### src/rtl/cpu_pkg.sv
// Shared CPU constants and types used by the fetch stage and the decoder.
package cpu_pkg;

  localparam int INSTR_W = 32;

  // Opcode field position and the opcodes fetch/decode care about.
  localparam int         OPC_MSB   = 18;
  localparam int         OPC_LSB   = 15;
  localparam logic [3:0] OPC_HALT  = 4'b1111;
  localparam logic [3:0] OPC_STORE = 4'b0110;

  typedef enum logic [1:0] {
    FETCH      = 2'd0,
    HALT_DRAIN = 2'd1,
    HALTED     = 2'd2
  } fetch_state_t;

  // True when the instruction's opcode field encodes HALT.
  function automatic logic is_halt(input logic [INSTR_W-1:0] instr);
    return (instr[OPC_MSB:OPC_LSB] == OPC_HALT);
  endfunction

endpackage

### src/rtl/fetch_skid_buf.sv
// One-entry skid buffer holding an instruction and its PC while decode stalls.
// load_i has priority over unload_i so a simultaneous unload/refill keeps it full.
module fetch_skid_buf #(
  parameter int ADDR_W  = 8,
  parameter int INSTR_W = 32
) (
  input  logic               clk,
  input  logic               rst,
  input  logic               load_i,
  input  logic               unload_i,
  input  logic [INSTR_W-1:0] data_i,
  input  logic [ADDR_W-1:0]  pc_i,
  output logic               full_o,
  output logic [INSTR_W-1:0] data_o,
  output logic [ADDR_W-1:0]  pc_o
);

  logic               full_q, full_d;
  logic [INSTR_W-1:0] data_q, data_d;
  logic [ADDR_W-1:0]  pc_q, pc_d;

  // Next-state: capture on load, empty on unload, otherwise hold.
  always_comb begin
    full_d = full_q;
    data_d = data_q;
    pc_d   = pc_q;
    if (load_i) begin
      full_d = 1'b1;
      data_d = data_i;
      pc_d   = pc_i;
    end else if (unload_i) begin
      full_d = 1'b0;
    end else begin
      full_d = full_q;
    end
  end

  // Storage registers with synchronous reset.
  always_ff @(posedge clk) begin
    if (rst) begin
      full_q <= 1'b0;
      data_q <= {INSTR_W{1'b0}};
      pc_q   <= {ADDR_W{1'b0}};
    end else begin
      full_q <= full_d;
      data_q <= data_d;
      pc_q   <= pc_d;
    end
  end

  assign full_o = full_q;
  assign data_o = data_q;
  assign pc_o   = pc_q;

endmodule

### src/rtl/instr_fetch.sv
// Instruction fetch stage: owns the PC, reads a 1-cycle-latency imem and
// hands instructions to decode over valid/ready with a one-entry skid buffer.
// Fetch stops after a HALT opcode and reports halted once fully drained.
// Optional performance counters are enabled with the macro IFETCH_PERF_CNT_EN.
module instr_fetch #(
  parameter int                ADDR_W   = 8,
  parameter int                INSTR_W  = 32,
  parameter logic [ADDR_W-1:0] RESET_PC = {ADDR_W{1'b0}}
) (
  input  logic               clk,
  input  logic               rst,
  output logic [ADDR_W-1:0]  imem_addr,
  output logic               imem_rd_en,
  input  logic [INSTR_W-1:0] imem_rdata,
  output logic [INSTR_W-1:0] instr_out,
  output logic [ADDR_W-1:0]  instr_pc,
  output logic               instr_valid,
  input  logic               instr_ready,
  output logic               halted
`ifdef IFETCH_PERF_CNT_EN
  ,
  output logic [31:0]        stall_cycles,
  output logic [31:0]        fetched_count
`endif
);

  import cpu_pkg::*;

  fetch_state_t       state_q, state_d;
  logic [ADDR_W-1:0]  pc_q, pc_d;
  logic               rd_pending_q;
  logic [ADDR_W-1:0]  rd_addr_q;
  logic               out_valid_q, out_valid_d;
  logic [INSTR_W-1:0] out_data_q, out_data_d;
  logic [ADDR_W-1:0]  out_pc_q, out_pc_d;

  logic               skid_full_s, skid_load_s, skid_unload_s, skid_full_next_s;
  logic [INSTR_W-1:0] skid_data_s;
  logic [ADDR_W-1:0]  skid_pc_s;
  logic               accept_s, ret_s, out_free_s, issue_s;

  // Reads returning after HALT was seen are dropped by gating on FETCH.
  assign accept_s      = out_valid_q & instr_ready;
  assign ret_s         = rd_pending_q & (state_q == FETCH);
  assign out_free_s    = ~out_valid_q | accept_s;
  assign skid_unload_s = accept_s & skid_full_s;
  assign skid_load_s   = ret_s & (~out_free_s | skid_full_s);
  assign skid_full_next_s = skid_load_s | (skid_full_s & ~skid_unload_s);
  // Never issue while the skid is occupied or about to be filled, so the
  // read returning next cycle always has a free slot.
  assign issue_s       = (state_q == FETCH) & ~skid_full_s & ~skid_load_s;

  fetch_skid_buf #(
    .ADDR_W  (ADDR_W),
    .INSTR_W (INSTR_W)
  ) u_skid (
    .clk      (clk),
    .rst      (rst),
    .load_i   (skid_load_s),
    .unload_i (skid_unload_s),
    .data_i   (imem_rdata),
    .pc_i     (rd_addr_q),
    .full_o   (skid_full_s),
    .data_o   (skid_data_s),
    .pc_o     (skid_pc_s)
  );

  // Out register: refill from skid first, else from returning data, else drain on accept.
  always_comb begin
    out_valid_d = out_valid_q;
    out_data_d  = out_data_q;
    out_pc_d    = out_pc_q;
    if (out_free_s) begin
      if (skid_full_s) begin
        out_valid_d = 1'b1;
        out_data_d  = skid_data_s;
        out_pc_d    = skid_pc_s;
      end else if (ret_s) begin
        out_valid_d = 1'b1;
        out_data_d  = imem_rdata;
        out_pc_d    = rd_addr_q;
      end else begin
        out_valid_d = 1'b0;
      end
    end else begin
      out_valid_d = out_valid_q;
    end
  end

  // FSM next state and PC advance.
  always_comb begin
    state_d = state_q;
    if (issue_s) begin
      pc_d = pc_q + {{(ADDR_W-1){1'b0}}, 1'b1};
    end else begin
      pc_d = pc_q;
    end
    case (state_q)
      FETCH: begin
        if (ret_s && is_halt(imem_rdata)) begin
          state_d = HALT_DRAIN;
        end else begin
          state_d = FETCH;
        end
      end
      HALT_DRAIN: begin
        if (!out_valid_d && !skid_full_next_s) begin
          state_d = HALTED;
        end else begin
          state_d = HALT_DRAIN;
        end
      end
      HALTED:  state_d = HALTED;
      default: state_d = FETCH;
    endcase
  end

  // State, PC, read tracking and out register with synchronous reset.
  always_ff @(posedge clk) begin
    if (rst) begin
      state_q      <= FETCH;
      pc_q         <= RESET_PC;
      rd_pending_q <= 1'b0;
      rd_addr_q    <= {ADDR_W{1'b0}};
      out_valid_q  <= 1'b0;
      out_data_q   <= {INSTR_W{1'b0}};
      out_pc_q     <= {ADDR_W{1'b0}};
    end else begin
      state_q      <= state_d;
      pc_q         <= pc_d;
      rd_pending_q <= issue_s;
      rd_addr_q    <= issue_s ? pc_q : rd_addr_q;
      out_valid_q  <= out_valid_d;
      out_data_q   <= out_data_d;
      out_pc_q     <= out_pc_d;
    end
  end

  assign imem_addr   = pc_q;
  assign imem_rd_en  = issue_s & ~rst;
  assign instr_out   = out_data_q;
  assign instr_pc    = out_pc_q;
  assign instr_valid = out_valid_q;
  assign halted      = (state_q == HALTED);

`ifdef IFETCH_PERF_CNT_EN
  logic [31:0] stall_cnt_q, fetch_cnt_q;

  // Saturating stall and accepted-instruction counters.
  always_ff @(posedge clk) begin
    if (rst) begin
      stall_cnt_q <= 32'd0;
      fetch_cnt_q <= 32'd0;
    end else begin
      if (out_valid_q && !instr_ready && (stall_cnt_q != 32'hFFFF_FFFF)) begin
        stall_cnt_q <= stall_cnt_q + 32'd1;
      end else begin
        stall_cnt_q <= stall_cnt_q;
      end
      if (accept_s && (fetch_cnt_q != 32'hFFFF_FFFF)) begin
        fetch_cnt_q <= fetch_cnt_q + 32'd1;
      end else begin
        fetch_cnt_q <= fetch_cnt_q;
      end
    end
  end

  assign stall_cycles  = stall_cnt_q;
  assign fetched_count = fetch_cnt_q;
`endif

endmodule
### config.mk
export PLATFORM = sky130hd
export DESIGN_NAME = instr_fetch
export DESIGN_NICKNAME = d
export VERILOG_FILES = /design/src/rtl/cpu_pkg.sv /design/src/rtl/fetch_skid_buf.sv /design/src/rtl/instr_fetch.sv
export SDC_FILE = /design/constraint.sdc
export NUM_CORES = 1
export LEC_CHECK = 0
export CAP_MARGIN = 15
export CELL_PAD_IN_SITES_DETAIL_PLACEMENT = 1
export CELL_PAD_IN_SITES_GLOBAL_PLACEMENT = 1
export CORE_MARGIN = 10
export CORE_UTILIZATION = 34
export DETAILED_ROUTE_END_ITERATION = 16
export GPL_TIMING_DRIVEN = 0
export PLACE_DENSITY = 0.72
export SKIP_LAST_GASP = 1
export SLEW_MARGIN = 10
export SYNTH_ARGS = -nofsm -noshare
export SYNTH_HDL_FRONTEND = slang
export SYNTH_SLANG_ARGS = --single-unit
### constraint.sdc
create_clock -name clk -period 1.9 [get_ports clk]
set_input_delay 0.19 -clock clk [delete_from_list [all_inputs] [get_ports clk]]
set_output_delay 0.19 -clock clk [all_outputs]
set_load 0.05 [all_outputs]
# After elaboration in Yosys (flattened, before gate mapping)
# Index checks and enable logic that the tools add are counted.
[totals]
ff_bits = 101
inputBits = 35
output_inout_bits = 51
[classes]
add_sub_neg = 1
eq_ne = 3
mux = 12
n_bitwise = 17
n_reduce_logical = 8
[ops]
columns = ["cell", "n"]
rows = [
  ["$mux W32", 2],
  ["$mux W8", 2],
  ["$add A8 B1 Y8 const B", 1],
  ["$and A1 B1 Y1", 8],
  ["$mux W1", 6],
  ["$not A1 Y1", 6],
  ["$pmux W2 S3", 1],
  ["$eq A4 B4 Y1 const B", 1],
  ["$reduce_bool A2 Y1", 2],
  ["$or A1 B1 Y1", 3],
  ["$eq A2 B1 Y1 const B", 1],
  ["$eq A2 B2 Y1 const B", 1],
  ["$logic_and A1 B1 Y1", 2],
  ["$logic_not A1 Y1", 2],
  ["$logic_not A2 Y1", 1],
  ["$mux W2", 1],
  ["$reduce_and A2 Y1", 1],
]

# Longest topological paths before layout
[logic_depth]
depth_word = 10
mapped_depth = 5

# Modules after synthesis
# Synthesis repeated with hierarchy kept, for this count alone.
[unflattened]
hier_cells = 468
area_unflattened_um2 = 4576.9
[modules_own_cells]
columns = ["module", "n_inst", "cells_per_inst", "area_per_inst_um2"]
rows = [
  ["instr_fetch", 1, 334, 3067.9],
  ["fetch_skid_buf", 1, 134, 1508.9],
]

# Worst setup path after synthesis
# No wires, ideal clock.
[synth_timing]
kind = "flip-flop to output port"
startpoint = "reg out_valid_q (netlist: instr_valid)"
endpoint = "out imem_rd_en"
t_arrival_ns = 1.752
required_ns = 1.710
slack_ns = -0.042
path_stages_with_launch = 5
path_cell_list = "dfxtp_1 -> nand3b_1 -> nand2_1 -> clkbuf_1 -> nor2_1"
[synth_between]
elab_chain_len = 8
[synth_rtl]
columns = ["element", "line", "rtl"]
rows = [
  ["from (decl)", "instr_fetch.sv:33", "logic out_valid_q, out_valid_d;"],
  ["from (signal assigned)", "instr_fetch.sv:133", "out_valid_q <= out_valid_d;"],
  ["$and A1 B1 Y1 / $not A1 Y1 (equally long branches)", "instr_fetch.sv:43, instr_fetch.sv:45", ""],
  ["$or A1 B1 Y1 *", "instr_fetch.sv:45", "assign out_free_s = ~out_valid_q | accept_s;"],
  ["$not A1 Y1 *", "instr_fetch.sv:47", "assign skid_load_s = ret_s & (~out_free_s | skid_full_s);"],
  ["$or A1 B1 Y1 *", "instr_fetch.sv:47", ""],
  ["$and A1 B1 Y1 *", "instr_fetch.sv:47", ""],
  ["$not A1 Y1 *", "instr_fetch.sv:51", "assign issue_s = (state_q == FETCH) & ~skid_full_s & ~skid_load_s;"],
  ["$and A1 B1 Y1 *", "instr_fetch.sv:51", ""],
  ["$and A1 B1 Y1 *", "instr_fetch.sv:140", "assign imem_rd_en = issue_s & ~rst;"],
  ["to (decl)", "instr_fetch.sv:13", "output logic imem_rd_en,"],
]
# Every way passes the cells marked *; elsewhere a longest branch is shown, timed or not.

# Worst setup path in the final report
[layout_timing]
startpoint = "reg pc_q[4] (netlist: imem_addr[4])"
endpoint = "out imem_addr[4]"
[layout_lines]
columns = ["element", "line", "rtl"]
rows = [
  ["from (decl)", "instr_fetch.sv:30", "logic [ADDR_W-1:0] pc_q, pc_d;"],
  ["from (signal assigned)", "instr_fetch.sv:130", "pc_q <= pc_d;"],
  ["to (decl)", "instr_fetch.sv:12", "output logic [ADDR_W-1:0] imem_addr,"],
]
# No word-level cell between the ends.

==> out/metrics.cfg <==
[critical_path]
worstPathArrival_ns=1.64
slowest_delay_ns=0.86
start_kind=flip-flop
r2r_setup_slack_ns=0.16
r2r_cells=4
cp.depth=1
path_delay_family=buffers and inverters
critical_path.endpoint_type=output pin
crit_type=flip-flop to output pin
r2r-end=instr_out[3]
critPathRequiredTime_ns=1.71
cpMaxStageDelayCell=clkdlybuf4s50_1
path_max_fanout=6
crit_chain=clkdlybuf4s50_1
path_buf_inv=1
r2r_start=u_skid.full_o

[yosys]
syn_area_um2=4220
synth_cells=456
yosysMostFrequentCell=dfxtp_1
synth_top_family_by_area=compound AO/OA/AOI/OAI gates
synth_compound_area_share_pct=19.7
synthAdderAreaFrac_pct=0.297
synth_ff_type=dfxtp_1
yosys.area_share.simple_pct=16.9
yosysWarnings=0
synth_top_area_share_pct=48.0
ys_seq_elements=101
synth_edf_count=0
synth.area.top_cells=dfxtp_1 48%, a211oi_2 12%, mux2i_1 9.5%
ys_async_sr_fraction_pct=0
syn_nets=492
synthXorXnorAreaFrac_pct=1.04
synth_cell_types=31
synthMuxAreaShare_pct=9.50
synth_area_per_cell_um2=9.25
ys_seq_area_share_pct=48.0
synthTopCellsByCount=101 x dfxtp_1, 92 x nand2_1, 54 x a21oi_1
synth_top_area_cell=dfxtp_1

[floorplan]
core_area_um2=12100
rows=40
dieArea_um2=17300
pin_count=86
chipWidth_um=131
die_h_um=131
start_util_pct=35.0

[min_path]
hp-class=primary input to flip-flop
whs_path_depth=2
holdPathEnd=instr_out[6]
holdCritStartpoint=rst

[detailed_routing]
initialDrtViolationCount=212
drt-vias-per-instance=4.95
dr.pass1.iters=4
routed_wl_um=12400
ant_nets=0
routedWlPerCell_um=17.2
route.detailed.drc=0
vias=3581

[grt]
grt_pass1_wl_um=20600
grt_use_total_pct=14.3
grt_pass1_vias=3882
grt_max_degree=16
grt_overflow=0
antenna_found_initial=0

[power_and_ir_drop]
p_per_area_nw_per_um2=1070
power.total_mw=5.99
power.leakage_nw=1.95
ir_drop_mv=0.378

[sta]
fin_hold_ws_ns=0.343
period_needed_ns=1.83
hold_viol=0
rsz0062_at_grt=yes
period_share_pct=96.4
fmax_mhz=546
max_slew.worst_pin.slew_ns=0.812
relSlewSlack_pct=45.8
slew_viol_final=0
setup_viol=0
finalClockSkew_ns=0.00632

[finish]
drive_above_1_share_pct=13.9
antenna_cells=0
instances_no_fill=723
areaGrowthSynthToFinish_pct=33.0
nets=587

[clocking]
clock_latency_ns=0.34
cts.sinks=101
hold_buffers=0
cts_tree=yes
root_buffer=clkbuf_16
clkSlewWorstSetupHoldPaths_ns=0.06
cts_buffers=9
h-tree-depth=3
cts_buffer_depth=2

[place]
gp_congestion=0.798
portBuffers=84
dp.cells=708
hpwl_um=9090

[job]
cap_violations=0

[run_status]
status=completed

cells by family (layout without fill, tap and decap cells):
kind of cell / after synthesis / in the layout
compound gates: 102 / 102
xor+xnor: 5 / 5
fa+ha+maj: 1 / 1
buf+inv: 36 / 135
flops: 101 / 101
mux: 40 / 40
simple gates: 171 / 171
per-stage QoR:
stage | area, um2 | TNS, ns | utilization [%] | setup WS (ns)
detailed placement | 5270 | -4.45 | 43.7 | -0.771
CTS | 5590 | -0.156 | 46.3 | -0.156
finish | 5610 | 0 | 46.5 | 0.0676
floorplan | 4220 | 0 | - | 0.153
global placement | 5270 | -1.66 | 43.7 | -0.745
global route | 5610 | -0.00801 | 46.5 | -0.00801
power breakdown:
part / switching, mW / internal (mW)
Combinational: 1.04 / 0.572
Sequential: 0.124 / 2.30
Clock: 0.779 / 1.18
Total: 1.94 / 4.05
per-layer routing:
| layer | wire (um) | GRT usage (%) | vias to the layer above |
|---|---|---|---|
| met2 | 6190 | 25.1 | 63 |
| met4 | 141 | 3.89 | 0 |
| li1 | - | - | 1758 |
| met5 | 0 | 0 | - |
| met1 | 5630 | 16.9 | 1749 |
| met3 | 468 | 3.35 | 11 |
how the worst max path moves through the flow:
stage                       startpoint           end  slack, ns
after global routing        state_q[0]    imem_rd_en     -0.008
after global placement     instr_ready    imem_rd_en      -0.74
final                     imem_addr[4]  imem_addr[4]       0.07
after CTS                   state_q[0]    imem_rd_en      -0.16
after floorplan            instr_valid    imem_rd_en       0.15
after detailed placement   instr_ready    imem_rd_en      -0.77
cell type report:
cell class              count  area, um2
clock buffers              11        243
flip-flops and latches    101       2020
inverters                   1       3.75
well taps                 168        210
clock inverters             4       72.6
repair buffers             85        855
plain buffers              34        185
fillers                  1386       6450
multi-input cells         319       2020
cells in the final DEF (no fill, tap or decap), types with 4 or more instances in the layout:
cell,synthesis,final
dfxtp_1,101,101
nand2_1,92,91
clkdlybuf4s50_1,0,78
a21oi_1,54,54
nor2_1,50,49
mux2i_1,40,40
a211oi_2,40,40
clkbuf_1,16,16
nand3_1,13,13
clkbuf_16,0,9
buf_2,7,7
buf_4,5,6
xor2_1,5,5
buf_6,4,4
dlymetal6s2s_1,0,4
registers in the layout, summed over array words and instances, names as in the netlist:
name           cells
instr_out         32
u_skid.data_o     32
imem_addr          8
instr_pc           8
rd_addr_q          8
u_skid.pc_o        8
state_q            2
instr_valid        1
rd_pending_q       1
u_skid.full_o      1
repair_timing:
| action | 4_1_cts | 5_1_grt |
|---|---|---|
| gates resized for setup | 9 | 6 |
| endpoints found under the hold margin | 0 | 0 |
| endpoints found under the setup margin | 2 | 5 |
| setup buffers | 0 | 1 |
| pin swaps | 0 | 1 |
(Power assumes the default switching activity.)
